$ cat src/rtl/note_scheduler_pkg.sv
// Shared definitions for the chart feed: scheduler state encoding, lane count
// and the default timing constants also used by the renderer and hit judge.
package note_scheduler_pkg;

  typedef enum logic [2:0] {
    ST_IDLE   = 3'd0,
    ST_FETCH  = 3'd1,
    ST_PLAY   = 3'd2,
    ST_PAUSED = 3'd3,
    ST_DONE   = 3'd4
  } sched_state_t;

  localparam int LANES           = 4;
  localparam int DEFAULT_CLK_HZ  = 50_000_000;
  localparam int DEFAULT_STEP_HZ = 50;

  function automatic int tick_div(input int clk_hz, input int step_hz);
    return clk_hz / step_hz;
  endfunction

endpackage

$ cat src/rtl/note_scheduler_if.sv
// Bundle between the note scheduler, the chart ROM and the lane renderer.
interface note_scheduler_if #(
  parameter int ADDR_W = 13
);

  // note_valid and step_tick are one-cycle pushes with no ready: the renderer
  // must take every strobe. rom_data carries no handshake and is treated as
  // valid ROM_LAT cycles after rom_addr last changed.
  logic [ADDR_W-1:0]                   rom_addr;
  logic [note_scheduler_pkg::LANES-1:0] rom_data;
  logic [note_scheduler_pkg::LANES-1:0] note;
  logic                                note_valid;
  logic                                step_tick;
  logic [2:0]                          row_phase;
  logic                                playing;
  logic                                song_done;

  modport master (
    output rom_addr, note, note_valid, step_tick, row_phase, playing, song_done,
    input  rom_data
  );

  modport slave (
    input  rom_addr, note, note_valid, step_tick, row_phase, playing, song_done,
    output rom_data
  );

endinterface

$ cat src/rtl/note_scheduler_tick_divider.sv
// Modulo-N counter with enable and synchronous clear; tick is high during the
// enabled cycle in which the count wraps from N-1 back to 0.
module note_scheduler_tick_divider #(
  parameter int N = 4
) (
  input  logic clk,
  input  logic resetn,
  input  logic en,
  input  logic clr,
  output logic tick
);

  localparam int CW = (N > 1) ? $clog2(N) : 1;

  logic [CW-1:0] cnt;

  assign tick = en && (cnt == CW'(N - 1));

  always_ff @(posedge clk or negedge resetn) begin
    if (!resetn) begin
      cnt <= '0;
    end else if (clr) begin
      cnt <= '0;
    end else if (en) begin
      cnt <= tick ? '0 : cnt + 1'b1;
    end
  end

endmodule

$ cat src/rtl/note_scheduler.sv
// Walks the chart ROM, prefetches the next note row and emits the scroll-step
// and row-advance strobes that keep the lane renderer in step with the scroll.
module note_scheduler
  import note_scheduler_pkg::*;
#(
  parameter int CLK_HZ        = DEFAULT_CLK_HZ,
  parameter int STEP_HZ       = DEFAULT_STEP_HZ,
  parameter int STEPS_PER_ROW = 5,
  parameter int CHART_LEN     = 4096,
  parameter int ADDR_W        = 13,
  parameter int ROM_LAT       = 1
) (
  input  logic                    clk,
  input  logic                    resetn,
  input  logic                    start,
  input  logic                    pause,
  note_scheduler_if.master        bus,
  output sched_state_t            state_dbg
);

  localparam int                TICK_DIV   = tick_div(CLK_HZ, STEP_HZ);
  localparam logic [ADDR_W-1:0] LAST_ADDR  = ADDR_W'(CHART_LEN - 1);
  localparam logic [2:0]        LAST_PHASE = 3'(STEPS_PER_ROW - 1);
  localparam logic [1:0]        LAT        = 2'(ROM_LAT);

  sched_state_t      state, state_nx;
  logic [ADDR_W-1:0] rom_addr;
  logic [LANES-1:0]  note, next_row;
  logic              note_valid, step_tick;
  logic [2:0]        row_phase;
  logic              tail;
  logic              pf_busy;
  logic [1:0]        pf_cnt;
  logic              run, launch, wrap, advance, pf_done;

  // The resume cycle out of PAUSED already counts, so a pause of N cycles
  // delays every later strobe by exactly N cycles.
  assign run     = ((state == ST_PLAY) || (state == ST_PAUSED)) && !pause;
  assign launch  = ((state == ST_IDLE) || (state == ST_DONE)) && start;
  assign pf_done = pf_busy && (pf_cnt == LAT);
  assign advance = wrap && (row_phase == LAST_PHASE);

  note_scheduler_tick_divider #(
    .N (TICK_DIV)
  ) u_tick_divider (
    .clk    (clk),
    .resetn (resetn),
    .en     (run),
    .clr    (launch),
    .tick   (wrap)
  );

  always_ff @(posedge clk or negedge resetn) begin
    if (!resetn) begin
      state <= ST_IDLE;
    end else begin
      state <= state_nx;
    end
  end

  always_comb begin
    state_nx = state;
    case (state)
      ST_IDLE, ST_DONE: if (start) state_nx = ST_FETCH;
      ST_FETCH:         if (pf_done) state_nx = ST_PLAY;
      ST_PLAY: begin
        if (advance && tail) state_nx = ST_DONE;
        else if (pause)      state_nx = ST_PAUSED;
      end
      ST_PAUSED:        if (!pause) state_nx = (advance && tail) ? ST_DONE : ST_PLAY;
      default:          state_nx = ST_IDLE;
    endcase
  end

  // tail marks that the final chart row has been emitted; the next advance
  // flushes a blank row and ends the song.
  always_ff @(posedge clk or negedge resetn) begin
    if (!resetn) begin
      rom_addr   <= '0;
      note       <= '0;
      next_row   <= '0;
      note_valid <= 1'b0;
      step_tick  <= 1'b0;
      row_phase  <= '0;
      tail       <= 1'b0;
      pf_busy    <= 1'b0;
      pf_cnt     <= '0;
    end else begin
      step_tick  <= wrap;
      note_valid <= advance;
      if (launch) begin
        rom_addr  <= '0;
        row_phase <= '0;
        tail      <= 1'b0;
        pf_busy   <= 1'b1;
        pf_cnt    <= '0;
      end else begin
        if (pf_busy) begin
          if (pf_done) begin
            next_row <= bus.rom_data;
            pf_busy  <= 1'b0;
          end else begin
            pf_cnt <= pf_cnt + 1'b1;
          end
        end
        if (wrap) begin
          row_phase <= advance ? 3'd0 : row_phase + 3'd1;
        end
        if (advance) begin
          if (tail) begin
            note <= '0;
          end else begin
            note <= next_row;
            if (rom_addr == LAST_ADDR) begin
              tail <= 1'b1;
            end else begin
              rom_addr <= rom_addr + 1'b1;
              pf_busy  <= 1'b1;
              pf_cnt   <= '0;
            end
          end
        end
      end
    end
  end

  assign bus.rom_addr   = rom_addr;
  assign bus.note       = note;
  assign bus.note_valid = note_valid;
  assign bus.step_tick  = step_tick;
  assign bus.row_phase  = row_phase;
  assign bus.playing    = (state == ST_PLAY) || (state == ST_PAUSED);
  assign bus.song_done  = (state == ST_DONE);
  assign state_dbg      = state;

endmodule

$ cat src/flat_wrapper.sv
// flat-port wrapper written by rule: the top's interface ports become plain ports
module note_scheduler_flat import note_scheduler_pkg::*;
#(
  parameter int CLK_HZ        = DEFAULT_CLK_HZ,
  parameter int STEP_HZ       = DEFAULT_STEP_HZ,
  parameter int STEPS_PER_ROW = 5,
  parameter int CHART_LEN     = 4096,
  parameter int ADDR_W        = 13,
  parameter int ROM_LAT       = 1
)
  (clk, resetn, start, pause, state_dbg, bus_rom_addr, bus_note, bus_note_valid, bus_step_tick, bus_row_phase, bus_playing, bus_song_done, bus_rom_data);
  note_scheduler_if #(.ADDR_W(ADDR_W)) bus_i ();
  input  logic clk;
  input  logic resetn;
  input  logic start;
  input  logic pause;
  output sched_state_t state_dbg;
  output wire logic [$bits(bus_i.rom_addr)-1:0] bus_rom_addr;
  output wire logic [$bits(bus_i.note)-1:0] bus_note;
  output wire logic [$bits(bus_i.note_valid)-1:0] bus_note_valid;
  output wire logic [$bits(bus_i.step_tick)-1:0] bus_step_tick;
  output wire logic [$bits(bus_i.row_phase)-1:0] bus_row_phase;
  output wire logic [$bits(bus_i.playing)-1:0] bus_playing;
  output wire logic [$bits(bus_i.song_done)-1:0] bus_song_done;
  input wire logic [$bits(bus_i.rom_data)-1:0] bus_rom_data;
  assign bus_rom_addr = bus_i.rom_addr;
  assign bus_note = bus_i.note;
  assign bus_note_valid = bus_i.note_valid;
  assign bus_step_tick = bus_i.step_tick;
  assign bus_row_phase = bus_i.row_phase;
  assign bus_playing = bus_i.playing;
  assign bus_song_done = bus_i.song_done;
  assign bus_i.rom_data = bus_rom_data;
  note_scheduler #(.CLK_HZ(CLK_HZ), .STEP_HZ(STEP_HZ), .STEPS_PER_ROW(STEPS_PER_ROW), .CHART_LEN(CHART_LEN), .ADDR_W(ADDR_W), .ROM_LAT(ROM_LAT)) u_core (.clk(clk), .resetn(resetn), .start(start), .pause(pause), .bus(bus_i), .state_dbg(state_dbg));
endmodule
$ cat config.mk
export PLATFORM = sky130hd
export DESIGN_NAME = note_scheduler_flat
export DESIGN_NICKNAME = d
export VERILOG_FILES = /design/src/rtl/note_scheduler_pkg.sv /design/src/rtl/note_scheduler_if.sv /design/src/rtl/note_scheduler_tick_divider.sv /design/src/rtl/note_scheduler.sv /design/src/flat_wrapper.sv
export SDC_FILE = /design/constraint.sdc
export NUM_CORES = 1
export LEC_CHECK = 0
export CORE_ASPECT_RATIO = 1.25
export CORE_UTILIZATION = 50
export CTS_CLUSTER_DIAMETER = 100
export DETAILED_ROUTE_END_ITERATION = 8
export HOLD_SLACK_MARGIN = 0.02
export PLACE_DENSITY = 0.77
export SYNTH_ARGS = -nofsm -noshare
export SYNTH_HDL_FRONTEND = slang
export SYNTH_HIERARCHICAL = 1
export SYNTH_SLANG_ARGS = --single-unit
$ cat constraint.sdc
create_clock -name clk -period 2.72 [get_ports clk]
set_input_delay 0.544 -clock clk [delete_from_list [all_inputs] [get_ports clk]]
set_output_delay 0.544 -clock clk [all_outputs]
set_load 0.02 [all_outputs]
==> summary.txt <==
Detailed routing
  – Drt first pass iters: 4
  – First DRT Iteration DRCs: 135
  – Drt via density: 5.740
  – Remaining DRCs: 0
  – Routed len/inst: 14.26 um
  – Via count: 2,233
  – Detail Route Antenna Nets: 0
  – Routed WL: 5.548 mm

Logic synthesis
  – Post-synth EDFFs: 0
  – Synth Net Count: 294
  – Post-synth top area cell: dfrtp_1
  – Register area share after synthesis: 48.80%
  – #FFs+latches synth: 53
  – Synthesis warning total: 6
  – Top cell type's share of synthesized area: 48.80%
  – Mapped cell area: 2718 um2
  – Yosys cell types: 52
  – Synth Instances: 281
  – Synth Area per Inst: 9.671 um2
  – Synth top area cells: dfrtp_1, nor2_1, xnor2_1, a21oi_1, nand2_1
  – Synth async-reset ratio: 100.0%
  – Synth Flop Type: dfrtp_1

Pwr
  – Internal power: 1.343 mW
  – Lkg Pwr: 1.393 nW
  – Net switching power: 0.6455 mW
  – Comb power frac: 26.1%
  – Power Density: 608.6 nW/um2
  – VDD IR max: 475.9 uV
  – Clock share of power: 23.5%
  – Switch share: 32.45%
  – Sequential share of power: 50.5%

Worst setup path
  – Worst-path cell with the longest stage delay: or4_1
  – Crit path buf inv count: 1
  – Worst R2R Start: u_core/u_tick_divider/cnt[0]$_DFFE_PN0P_
  – Crit. End Element: register
  – Crit. Startpoint: pause
  – Startpoint class of the critical path: input pin
  – Arrival time at the worst endpoint: 2660 ps
  – Crit path max fanout: 12
  – Req. time, crit path: 2960 ps
  – Worst path max stage delay: 520 ps
  – Family with the most delay on the worst path: simple AND/OR/NAND/NOR gates
  – Worst Setup Path Type: in -> reg
  – Crit path cell chain: clkdlybuf4s50_1 -> nor2_1 -> nand4_1 -> nor3_2 -> and3_1 -> nand2b_4 -> or4_1 -> a21oi_1

Clock network
  – Total CTS buffers: 5
  – Resized Gates After CTS: 0
  – CTS tree: yes
  – Post-CTS setup buffer count: 0
  – Sink Count: 53
  – Clock buffer depth: 2
  – Cts hold-fix bufs: 0
  – Worst-path clk slew: 90 ps
  – Clk root buf: clkbuf_8
  – H-tree depth: 2
  – Skew-Pair Late Insertion Delay: 310 ps

STA
  – Worst-Margin Slew: 589.5 ps
  – Clk_skew: 11.43 ps
  – Setup_tns: 0 ps
  – Final setup viols: 0
  – Final Cycle Share: 88.74%
  – Fmax: 0.4143 GHz
  – Setup repair after global routing missed its margin: no
  – Fin. max-slew vios: 0
  – Final Hold Fails: 0
  – Slew HR: 60.70%
  – Final setup margin: 306.2 ps
  – Period minus WS final: 2414 ps

Finish
  – Area Overhead vs Synth: 20.26%
  – Fin area: 3268 um2
  – Layout cells sized above 1: 10.70%
  – Final nets: 339
  – Diodes inserted: 0

Die
  – Row count: 29
  – Io pins: 35
  – Die extent in y: 84.43 um
  – Starting Density: 52.74%
  – Core Area: 5152 um2
  – Die width: 67.94 um
  – Die Area: 5736 um2

GRT
  – Vias in the first global route: 2,062
  – Largest net degree at the start of global routing: 30
  – M3 GR Usage: 3.261%
  – Busiest layer in global routing: met2
  – Total grt overflow: 0
  – Grt met2 use: 35.92%
  – Initial antenna violation count: 0
  – Tot GR Track Use: 21.69%
  – First-pass GRT wire length: 9.625 mm
  – Met1 Track Usage GR: 28.40%

Hold path
  – Worst hold path type: in -> async

Outcome
  – Status: complete, no violations

Placement
  – GPL Wtd Cong: 0.8075
  – Pre-CTS setup slack: -14.82 ps
  – Cell Area, Placed: 3172 um2
  – PortBufs: 34
  – Dpl hpwl: 4.039 mm

Run
  – Max_cap viols: 0
-- layout make-up --
| cell class | count | area, um2 |
|---|---|---|
| Timing Repair Buffer | 46 | 437.9 |
| Inverter | 10 | 37.54 |
| Sequential cell | 53 | 1326 |
| Tap cell | 62 | 77.57 |
| Fill cell | 444 | 1884 |
| Clock inverter | 2 | 13.76 |
| Clock buffer | 6 | 82.58 |
| Multi-Input combinational cell | 210 | 1292 |
-- logic make-up (layout without fill, tap and decap cells) --
logic type | count (synthesis) | after routing | synth area share, %
multiplexers | 5 | 5 | 2.026
AO/OA/AOI/OAI | 51 | 51 | 11.60
flip-flops | 53 | 53 | 48.80
XOR/XNOR | 15 | 15 | 4.834
adder cells (fa/ha/maj) | 5 | 5 | 2.302
AND/OR/NAND/NOR | 134 | 134 | 26.80
buffers and inverters | 18 | 64 | 3.637
-- synthesized netlist by cell type, types with 5 or more instances --
cell type and n:
xnor2_1 11, nand2b_1 9, or3_1 6, a21oi_1 17
o21ai_0 15, nand2_1 22, nand4_1 10, ha_1 5
nor2_1 35, dfrtp_1 53, inv_1 10, nand3_1 16
o31ai_1 6
-- worst reg2reg max path, stage by stage, from the launching register on --
cell,delay [ps]
dfrtp_1,420
ha_1,240
nand3_2,110
or2_4,290
nor3_2,250
and3_1,260
nand2b_4,110
or4_1,520
a21oi_1,150
-- cells in the final DEF, fill, tap and decap left out, types with 2 or more instances in the layout --
cell | Yosys | routed
a21oi_1 | 17 | 17
and2_1 | 2 | 2
and3_1 | 4 | 4
and4_1 | 4 | 4
buf_4 | 2 | 11
clkbuf_8 | 0 | 6
clkdlybuf4s50_1 | 0 | 33
dfrtp_1 | 53 | 53
ha_1 | 5 | 5
inv_1 | 10 | 10
mux2_2 | 4 | 4
nand2_1 | 22 | 22
nand2b_1 | 9 | 9
nand3_1 | 16 | 16
nand3b_1 | 2 | 2
nand4_1 | 10 | 10
nor2_1 | 35 | 35
nor3_1 | 4 | 4
o211ai_1 | 3 | 3
o21ai_0 | 15 | 15
o311ai_0 | 2 | 2
o31ai_1 | 6 | 6
or3_1 | 6 | 6
or4_1 | 4 | 4
xnor2_1 | 11 | 11
xor2_1 | 4 | 4
-- layer usage --
metal / vias to the layer above / share of wire, %
met4: 0 / 1.4
met2: 37 / 51
li1: 1099 / -
met3: 9 / 2.6
met1: 1088 / 45
met5: - / 0
-- final timing paths --
path,slack (ps),cells after the start,end
hold / removal,220,1,u_core/bus.rom_addr[2]$_DFFE_PN0P_
max in group asynchronous,1940,2,u_core/pf_busy$_DFF_PN0_
hold reg to reg,490,2,u_core/bus.note[1]$_DFFE_PN0P_
setup / recovery,310,8,u_core/bus.rom_addr[7]$_DFFE_PN0P_
setup reg to reg,330,8,u_core/bus.rom_addr[7]$_DFFE_PN0P_
min in group clk,490,2,u_core/bus.note[1]$_DFFE_PN0P_
-- power groups by stage --
stage / Sequential, mW / Combinational, mW / Clock, mW
finish: 1.00 / 0.518 / 0.467
global route: 1.02 / 0.585 / 0.515
CTS: 1.00 / 0.523 / 0.481
detailed placement: 1.02 / 0.522 / 0
global placement: 1.01 / 0.504 / 0
floorplan: 1.01 / 0.340 / 0
-- registers in the layout (all words and copies together), names as in the netlist --
signal and cells:
u_core/bus.note_valid 1, u_core/bus.step_tick 1, u_core/u_tick_divider/cnt 20, u_core/pf_busy 1, u_core/bus.rom_addr 13, u_core/state_dbg 3
u_core/pf_cnt 2, u_core/bus.note 4, u_core/bus.row_phase 3, u_core/tail 1, u_core/next_row 4
-- stage by stage --
step	power (mW)	utilization [%]	instances	hold slack [ps]
global route	2.121	63.43	389	260.7
global placement	1.518	61.56	381	459.4
CTS	2.006	63.43	389	233.7
floorplan	1.351	-	281	248.4
finish	1.989	63.43	389	223.8
detailed placement	1.539	61.56	381	479.0
(Power assumes the default switching activity.)
